## src/rtl/arb_pkg.sv

```systemverilog
// Shared definitions for the 4-way round-robin arbiter.
//   N_REQ   : number of requesters (fixed at 4)
//   IDX_W   : width of the encoded grant index
//   state_e : arbiter FSM states
//   pick_t  : result of a rotating-priority search (found flag + index)
//   rr_next : first set bit of req searching from start upward with wrap
package arb_pkg;

  localparam int N_REQ = 4;
  localparam int IDX_W = 2;

  typedef enum logic {
    IDLE = 1'b0,
    BUSY = 1'b1
  } state_e;

  typedef struct packed {
    logic             found;
    logic [IDX_W-1:0] idx;
  } pick_t;

  // Walk the candidates from the farthest to the nearest so the nearest
  // set bit (relative to start) is the one that sticks.
  function automatic pick_t rr_next(input logic [N_REQ-1:0] req,
                                    input logic [IDX_W-1:0] start);
    pick_t            r;
    logic [IDX_W-1:0] k;
    r = '0;
    for (int i = N_REQ - 1; i >= 0; i--) begin
      k = start + IDX_W'(i);
      if (req[k]) begin
        r.found = 1'b1;
        r.idx   = k;
      end
    end
    return r;
  endfunction

endpackage

```

## src/rtl/rr_pick_4.sv

```systemverilog
// Combinational rotating-priority picker for 4 requesters.
// Ports:
//   mask_i   : candidate request bits
//   start_i  : index with highest priority; search wraps 3 -> 0
//   onehot_o : one-hot of the selected bit (zero when nothing found)
//   idx_o    : encoded index of the selected bit (zero when nothing found)
//   found_o  : high when any mask bit is set
module rr_pick_4
  import arb_pkg::*;
(
  input  logic [N_REQ-1:0] mask_i,
  input  logic [IDX_W-1:0] start_i,
  output logic [N_REQ-1:0] onehot_o,
  output logic [IDX_W-1:0] idx_o,
  output logic             found_o
);

  pick_t pick;

  assign pick     = rr_next(mask_i, start_i);
  assign found_o  = pick.found;
  assign idx_o    = pick.idx;
  assign onehot_o = pick.found ? (N_REQ'(1) << pick.idx) : '0;

endmodule

```

## src/rtl/rr_arbiter_4.sv

```systemverilog
// Round-robin arbiter sharing one resource between 4 requesters.
// A grant is held while its owner keeps requesting; if others are waiting
// the owner is forcibly rotated out after MAX_HOLD consecutive cycles.
// Ports:
//   clk           : clock, rising edge
//   rst_n         : synchronous active-low reset
//   req           : level request per requester
//   gnt           : registered one-hot grant, zero when idle
//   gnt_idx       : encoded index of the granted requester, zero when idle
//   gnt_valid     : high while any grant bit is set
//   preempt       : one-cycle pulse when the grant moved due to hold expiry
//   grant_count   : (ARB_STATS_EN) wrapping count of issued grants
//   preempt_count : (ARB_STATS_EN) saturating count of preemptions
// Build option: define ARB_STATS_EN to add the statistics counters.
//
// state | meaning
// IDLE  | no owner, grant outputs zero
// BUSY  | owner = gnt_idx
module rr_arbiter_4
  import arb_pkg::*;
#(
  parameter int MAX_HOLD = 8
) (
  input  logic             clk,
  input  logic             rst_n,
  input  logic [N_REQ-1:0] req,
  output logic [N_REQ-1:0] gnt,
  output logic [IDX_W-1:0] gnt_idx,
  output logic             gnt_valid,
  output logic             preempt
`ifdef ARB_STATS_EN
  ,
  output logic [15:0]      grant_count,
  output logic [7:0]       preempt_count
`endif
);

  if (N_REQ != 4) begin : g_bad_nreq
    $error("rr_arbiter_4 supports exactly 4 requesters");
  end
  if (MAX_HOLD < 2 || MAX_HOLD > 255) begin : g_bad_hold
    $error("rr_arbiter_4: MAX_HOLD must be in 2..255");
  end

  localparam logic [7:0] HOLD_LAST = 8'(MAX_HOLD - 1);

  state_e           state_q, state_d;
  logic [N_REQ-1:0] gnt_q, gnt_d;
  logic [IDX_W-1:0] idx_q, idx_d;
  logic             valid_q, valid_d;
  logic             preempt_q, preempt_d;
  logic [7:0]       hold_cnt_q, hold_cnt_d;
  logic [IDX_W-1:0] rr_ptr_q, rr_ptr_d;
  logic             issue;

  logic [N_REQ-1:0] others;
  logic [IDX_W-1:0] owner_nxt;
  logic [N_REQ-1:0] pick_mask;
  logic [IDX_W-1:0] pick_start;
  logic [N_REQ-1:0] pick_oh;
  logic [IDX_W-1:0] pick_idx;
  logic             pick_found;

  assign others    = req & ~gnt_q;
  assign owner_nxt = idx_q + 2'd1;

  // On release the owner bit is already clear, so "others" covers both the
  // release search and the preempt search in BUSY.
  assign pick_mask  = (state_q == BUSY) ? others : req;
  assign pick_start = (state_q == BUSY) ? owner_nxt : rr_ptr_q;

  rr_pick_4 u_pick (
    .mask_i   (pick_mask),
    .start_i  (pick_start),
    .onehot_o (pick_oh),
    .idx_o    (pick_idx),
    .found_o  (pick_found)
  );

  always_comb begin
    state_d    = state_q;
    gnt_d      = gnt_q;
    idx_d      = idx_q;
    hold_cnt_d = hold_cnt_q;
    rr_ptr_d   = rr_ptr_q;
    preempt_d  = 1'b0;
    issue      = 1'b0;
    unique case (state_q)
      IDLE: begin
        if (pick_found) begin
          state_d    = BUSY;
          gnt_d      = pick_oh;
          idx_d      = pick_idx;
          hold_cnt_d = '0;
          issue      = 1'b1;
        end
      end
      BUSY: begin
        if (!req[idx_q]) begin
          // Release takes priority over a coincident hold expiry.
          rr_ptr_d   = owner_nxt;
          hold_cnt_d = '0;
          if (pick_found) begin
            gnt_d = pick_oh;
            idx_d = pick_idx;
            issue = 1'b1;
          end else begin
            state_d = IDLE;
            gnt_d   = '0;
            idx_d   = '0;
          end
        end else if (others != '0 && hold_cnt_q == HOLD_LAST) begin
          gnt_d      = pick_oh;
          idx_d      = pick_idx;
          rr_ptr_d   = owner_nxt;
          hold_cnt_d = '0;
          preempt_d  = 1'b1;
          issue      = 1'b1;
        end else if (others != '0) begin
          hold_cnt_d = hold_cnt_q + 8'd1;
        end else begin
          // A sole requester never accumulates hold time.
          hold_cnt_d = '0;
        end
      end
      default: begin
        state_d = IDLE;
        gnt_d   = '0;
        idx_d   = '0;
      end
    endcase
    valid_d = (gnt_d != '0);
  end

  always_ff @(posedge clk) begin
    if (!rst_n) begin
      state_q    <= IDLE;
      gnt_q      <= '0;
      idx_q      <= '0;
      valid_q    <= 1'b0;
      preempt_q  <= 1'b0;
      hold_cnt_q <= '0;
      rr_ptr_q   <= '0;
    end else begin
      state_q    <= state_d;
      gnt_q      <= gnt_d;
      idx_q      <= idx_d;
      valid_q    <= valid_d;
      preempt_q  <= preempt_d;
      hold_cnt_q <= hold_cnt_d;
      rr_ptr_q   <= rr_ptr_d;
    end
  end

  assign gnt       = gnt_q;
  assign gnt_idx   = idx_q;
  assign gnt_valid = valid_q;
  assign preempt   = preempt_q;

`ifdef ARB_STATS_EN
  logic [15:0] grant_cnt_q;
  logic [7:0]  preempt_cnt_q;

  always_ff @(posedge clk) begin
    if (!rst_n) begin
      grant_cnt_q   <= '0;
      preempt_cnt_q <= '0;
    end else begin
      if (issue) begin
        grant_cnt_q <= grant_cnt_q + 16'd1;
      end
      if (preempt_d && preempt_cnt_q != 8'hFF) begin
        preempt_cnt_q <= preempt_cnt_q + 8'd1;
      end
    end
  end

  assign grant_count   = grant_cnt_q;
  assign preempt_count = preempt_cnt_q;
`endif

endmodule

```

## config.mk

```make
export PLATFORM = sky130hd
export DESIGN_NAME = rr_arbiter_4
export DESIGN_NICKNAME = d
export VERILOG_FILES = /design/src/rtl/arb_pkg.sv /design/src/rtl/rr_pick_4.sv /design/src/rtl/rr_arbiter_4.sv
export SDC_FILE = /design/constraint.sdc
export NUM_CORES = 1
export LEC_CHECK = 0
export CAP_MARGIN = 0
export CORE_MARGIN = 5
export CORE_UTILIZATION = 61
export CTS_BUF_LIST = sky130_fd_sc_hd__clkbuf_2
export DETAILED_ROUTE_END_ITERATION = 7
export HOLD_SLACK_MARGIN = 0.12
export PLACE_DENSITY = 0.95
export SLEW_MARGIN = 20
export SYNTH_ARGS = -nofsm -noshare
export SYNTH_HDL_FRONTEND = slang
export SYNTH_SLANG_ARGS = --single-unit
```

## constraint.sdc

```tcl
create_clock -name clk -period 3.8 [get_ports clk]
set_clock_uncertainty 0.1 [all_clocks]
set_input_delay 0.57 -clock clk [delete_from_list [all_inputs] [get_ports clk]]
set_output_delay 0.57 -clock clk [all_outputs]
set_load 0.01 [all_outputs]
```

Word level (Yosys, flattened, before mapping)
Index checks and enable logic that the tools add are counted.
- flip-flop bits (word level): 19
- bits in latches: 0
- bits in writable memories: 0
- memory bits (read-only): 0
- input bits: 6
- output and inout port bits: 8
- word-level logic and storage cells: 69
- memories: 0
- add/sub/neg operators: 5
- $mul: 0
- div/mod/pow operators: 0
- order comparisons: 5
- eq/ne operators: 4
- shifts and indexed selects: 1
- multiplexer cells: 38
- bitwise operators: 3
- reduce and logical (&&, ||, !) cells: 6
- operators by type and width (kind ; count):
    $mux W8 ; 4
    $mux W4 ; 6
    $pmux W8 S2 ; 1
    $lt A2 B3 Y1 const B ; 5
    $mux W2 ; 7
    $mux W3 ; 4
    $bmux W1 S2 ; 5
    $add A8 B1 Y8 const B ; 1
    $eq A8 B3 Y1 const B ; 1
    $mux W1 ; 8
    $pmux W4 S2 ; 1
    $reduce_bool A4 Y1 ; 2
    $add A2 B1 Y2 const B ; 2
    $add A2 B2 Y2 const B ; 2
    $and A4 B4 Y4 ; 1
    $ne A2 B1 Y1 const B ; 2
    $not A4 Y4 ; 1
    $pmux W2 S2 ; 1
    $reduce_and A2 Y1 ; 2
    $shl A1 B2 Y4 const A ; 1
    $ne A3 B2 Y1 const B ; 1
    $reduce_and A3 Y1 ; 1
    $pmux W1 S2 ; 1
    $logic_and A1 B1 Y1 ; 1
    $not A1 Y1 ; 1

Logic depth before layout (Yosys ltp)
- depth in word-level cells: 15
- gate-level depth with buffers: 7
- mapped depth without buffers: 6

Hierarchy
A second synthesis with hierarchy kept.
- cell total of the unflattened synthesis: 157
- area total of the unflattened synthesis: 1252.5 µm²
- by module, submodules not included (module ; instances ; cells each ; area an instance (µm²)):
    rr_arbiter_4 ; 1 ; 127 ; 1077.3
    rr_pick_4 ; 1 ; 30 ; 175.2

Worst setup path before layout
OpenSTA, ideal clock, no wires.
- kind: input to register
- from: in req[1]
- to: reg gnt_q[0], in the netlist gnt[0]
- library setup time: 0.132 ns
- arrival: 1.814 ns
- slack: 1.753 ns
- stages: 5
- buffers on the path: 0
- cells stage by stage: a21bo_1 a311o_1 a222oi_1 and2b_1 o32ai_1
- cells in the longest elaborated chain, start to end: 13
- elaborated cells between the ends (all ways): 25
- classes of those cells: shift: 1; mux: 21; bitwise: 1; reduce/logical: 2
- RTL lines (element ; RTL line ; RTL):
    start: declaration ; rr_arbiter_4.sv:26 ; input logic [N_REQ-1:0] req,
    $and A4 B4 Y4 ; rr_arbiter_4.sv:64 ; assign others = req & ~gnt_q;
    $mux W4 ; rr_arbiter_4.sv:69 ; assign pick_mask = (state_q == BUSY) ? others : req;
    $bmux W1 S2 ; arb_pkg.sv:31 ; if (req[k]) begin
    $mux W1 (not written as such) ; arb_pkg.sv:31 ;
    $mux W3 (4 in series) ; arb_pkg.sv:31 ;
    $shl A1 B2 Y4 ; rr_pick_4.sv:23 ; assign onehot_o = pick.found ? (N_REQ'(1) << pick.idx) : '0;
    $mux W4 ; rr_pick_4.sv:23 ;
    $mux W4, on equally long branches ; rr_arbiter_4.sv:103, rr_arbiter_4.sv:112 ;
    $mux W4 ; rr_arbiter_4.sv:99 ; if (!req[idx_q]) begin
    $pmux W4 S2 (*) ; rr_arbiter_4.sv:88 ; unique case (state_q)
    end signal: assignment ; rr_arbiter_4.sv:146 ; gnt_q <= gnt_d;
    end: declaration ; rr_arbiter_4.sv:48 ; logic [N_REQ-1:0] gnt_q, gnt_d;
Every way passes the cells marked *; elsewhere a longest branch is shown, timed or not. The select of a mux whose other input is x is not followed.
A chain may end at the register's enable or synchronous reset.

Worst setup path in the final report
- from: in req[1]
- to: reg idx_q[1], in the netlist gnt_idx[1]
- cells in the longest elaborated chain, start to end: 11
- elaborated cells between the ends (all ways): 26
- classes of those cells: eq/ne: 2; mux: 20; bitwise: 1; reduce/logical: 3
- RTL lines (element ; RTL line ; RTL):
    $and A4 B4 Y4 ; rr_arbiter_4.sv:64 ;
    $mux W4 ; rr_arbiter_4.sv:69 ;
    $bmux W1 S2 ; arb_pkg.sv:31 ;
    $mux W1 (not written as such) ; arb_pkg.sv:31 ;
    $mux W3 (4 in series) ; arb_pkg.sv:31 ;
    $mux W2, on equally long branches ; rr_arbiter_4.sv:103, rr_arbiter_4.sv:112 ;
    $mux W2 ; rr_arbiter_4.sv:99 ;
    $pmux W2 S2 ; rr_arbiter_4.sv:88 ;
    end signal: assignment ; rr_arbiter_4.sv:147 ; idx_q <= idx_d;
    end: declaration ; rr_arbiter_4.sv:49 ; logic [IDX_W-1:0] idx_q, idx_d;
Several ways; a longest one is shown, not always the timed one. The select of a mux whose other input is x is not followed.

==> results.md <==
* Mapped Area at between 1000 and 1500 um^2
* Reg2reg end: gnt[0]
* DRC at 0
* P&R area growth vs syn at 12.6%
* Initial Util at 65.5%
* Clock sink count at 19
* Unrepaired setup endpoints after global routing: no
* Total GRT Usage at 21.3%
* CP max FO at 6
* Worst Path Class, Setup: in2reg
* Synth warn at 0
* Final setup TNS at 0 ps
* Synthesized flop and latch total at 19
* # Post-CTS Setup Buffers at 0
* CP required at 3940 ps
* Post-CTS sizing at 0
* Min-delay src: hold_cnt_q[0]
* Syn avg cell area at approximately 8.2 um^2
* Critical path arrival at around 2600 ps
* Initial antenna violation count at 0
* Post-Syn Nets at between 100 and 150
* RR Startpoint: state_q
* # IOs at 14
* Leak Pwr at approximately 0.49 nW
* M1 GR Usage at between 20 and 30%
* Die extent in y at about 54 um
* DRT Wirelength at between 2000 and 3000 um
* H-Tree Depth at 1
* Vias in the first global route at roughly 1000
* R2r setup slk at between 1500 and 2000 ps
* Diodes inserted at 0
* GPL Wtd Cong at approximately 1.0
* Yosys cell types at 49
* CTS root buf: clkbuf_2
* Gr ovfl total at 0
* Predominant post-synthesis flop cell: dfxtp_1
* Fmax at 405 MHz
* Min Hold Slack at 427 ps
* CTS Buffer Depth at 2
* Tightest Hold Check Type: reg2reg
* Place WS at between 1000 and 1500 ps
* Num CTS Buffers at 3
* Max Cap Viol at 0
* CTS tree: yes
* Core area at 1780 um^2
* Crit end category: flop
* Antenna Violating Nets Remaining at 0
* Via/cell ratio at 6.38
* Register Area at roughly 380 um^2
* TritonRoute pass-1 iters at 6
* Die area at roughly 2900 um^2
* Initial drt markers at between 40 and 50
* Port bufs at 13
* Final Core Density at between 70% and 80%
* Sequential share of the synthesized area at 32.5%
* CTS Hold Bufs at 0
* Status: finished, final reports clean
* Async SR Flop Fraction at 0%
* Post-Synthesis Cells at roughly 140
* Share of post-route cells with drive strength above 1 at 5.19%
* Hold path depth at 2
* WHS Endpoint: hold_cnt_q[0]
* Clk slew on worst S/H paths at about 160 ps
* Minimum clock period at between 2000 and 2500 ps
* Fin. max-slew vios at 0
* GR Util met2 at about a third
* Setup Viol. Count Final at 0
* Gr busiest metal: met2
* Length in cells of the worst reg-to-reg path at 5
* Vias at 1142
* Worst-margin pin slew at around 530 ps
* Final setup margin at around 1300 ps
* Worst VDD drop at 0.000292 V
* Largest net degree at the start of global routing at 19
* Chip width at between 50 and 60 um
* Total power at about 0.00045 W
* Max-slew headroom at approximately 64%
* Final Hold Fails at 0
* # rows at 15
* # fillers at 141
* Startpoint types: input pin
* Post-DP HPWL at between 2000 and 2500 um
* Pwr dens at roughly 340 nW/um^2
* Number of synthesized flops with an enable pin at 0
* GR Layer Usage met3 at between 6 and 7%
* WL per Instance at 15.0 um
* Final Cycle Share at around two thirds
* Clk Latency, worst-skew pair at about 300 ps
* Area of the multi-input gates at 728 um^2
* Final nets at 162
* Global-route wire length before repair at ~4500 um
-- per-layer routing --
layer  wire [um]  part of all wire (%)
met5           0                     0
met4          20                  0.74
met2        1330                    50
met3         135                   5.0
met1        1200                    45
-- cell type report --
| type | instances | share of cell area, % |
|---|---|---|
| clock buffer | 4 | 1.52 |
| inverter | 5 | 1.43 |
| multi-input combinational | 112 | 55.3 |
| sequential | 19 | 28.9 |
| tap | 25 | 2.38 |
| timing repair buffer | 14 | 10.5 |
-- kinds of logic after synthesis --
logic type | share of synthesized area (%)
AO/OA/AOI/OAI | 25.5
XOR/XNOR | 2.25
adder cells (fa/ha/maj) | 1.07
buffers and inverters | 5.14
flip-flops | 32.5
multiplexers | 3.11
AND/OR/NAND/NOR | 30.4
-- metrics by stage --
| stage | instance area [um^2] | instances |
|---|---|---|
| floorplan | 1170 | 142 |
| global placement | 1300 | 175 |
| detailed placement | 1300 | 175 |
| CTS | 1320 | 179 |
| global route | 1320 | 179 |
| finish | 1320 | 179 |
-- worst max-delay path by stage --
stage | endpoint | start
final | gnt_idx[1] | req[1]
after detailed placement | gnt[0] | req[1]
after global placement | gnt[0] | req[1]
after global routing | gnt[3] | req[1]
after CTS | gnt_idx[1] | req[1]
after floorplan | gnt[0] | req[1]
-- critical path: stages --
cell	delay, ps
clkdlybuf4s50_1	470
nor2b_1	210
or4_1	590
a21oi_1	430
o21ai_0	170
a21oi_1	180
-- cell usage after synthesis (2+ instances only) --
library cell  number  area, um^2
inv_1              4        15.0
nand3b_1           2        15.0
or4_1              2        15.0
and3b_1            2        17.5
nand2b_1           2        12.5
xor2_1             3        26.3
nor4b_1            2        17.5
buf_6              2        22.5
nor3_1             2        10.0
nor3b_1            4        30.0
a21o_1             2        15.0
nand3_1            7        35.0
nand2_1           13        48.8
or3_1              3        18.8
o21ai_0           11        55.1
dfxtp_1           19         380
a21oi_1           11        55.1
a31oi_1            3        18.8
nor2b_1            6        37.5
nor2_1             5        18.8
clkbuf_1           3        11.3
nor4_1             3        18.8
and2_1             3        18.8
o32ai_1            2        17.5
o21bai_1           2        15.0
-- flip-flops by register name, summed over array words and instances, names as in the netlist --
name / cells
gnt_idx: 2
gnt: 4
hold_cnt_q: 8
preempt: 1
state_q: 1
gnt_valid: 1
rr_ptr_q: 2
-- placed cells by master (no fill, tap or decap), types with 3 or more instances in the layout --
cell and n:
a21oi_1 11, a31oi_1 3, and2_1 3, clkbuf_2 4
clkdlybuf4s50_1 13, dfxtp_1 19, inv_1 4, nand2_1 13
nand3_1 7, nor2_1 5, nor2b_1 6, nor3b_1 4
nor4_1 3, o21ai_0 11, or3_1 3, xor2_1 3
-- power by group --
part / leakage (nW) / total (W) / switching, W / internal, W
logic: 0.321 / 0.000126 / 0.0000640 / 0.0000616
clock network: 0.0166 / 0.0000857 / 0.0000578 / 0.0000279
registers: 0.155 / 0.000238 / 0.0000245 / 0.000213
total: 0.493 / 0.000449 / 0.000146 / 0.000303
No activity file was read; power rests on OpenSTA's default activity.
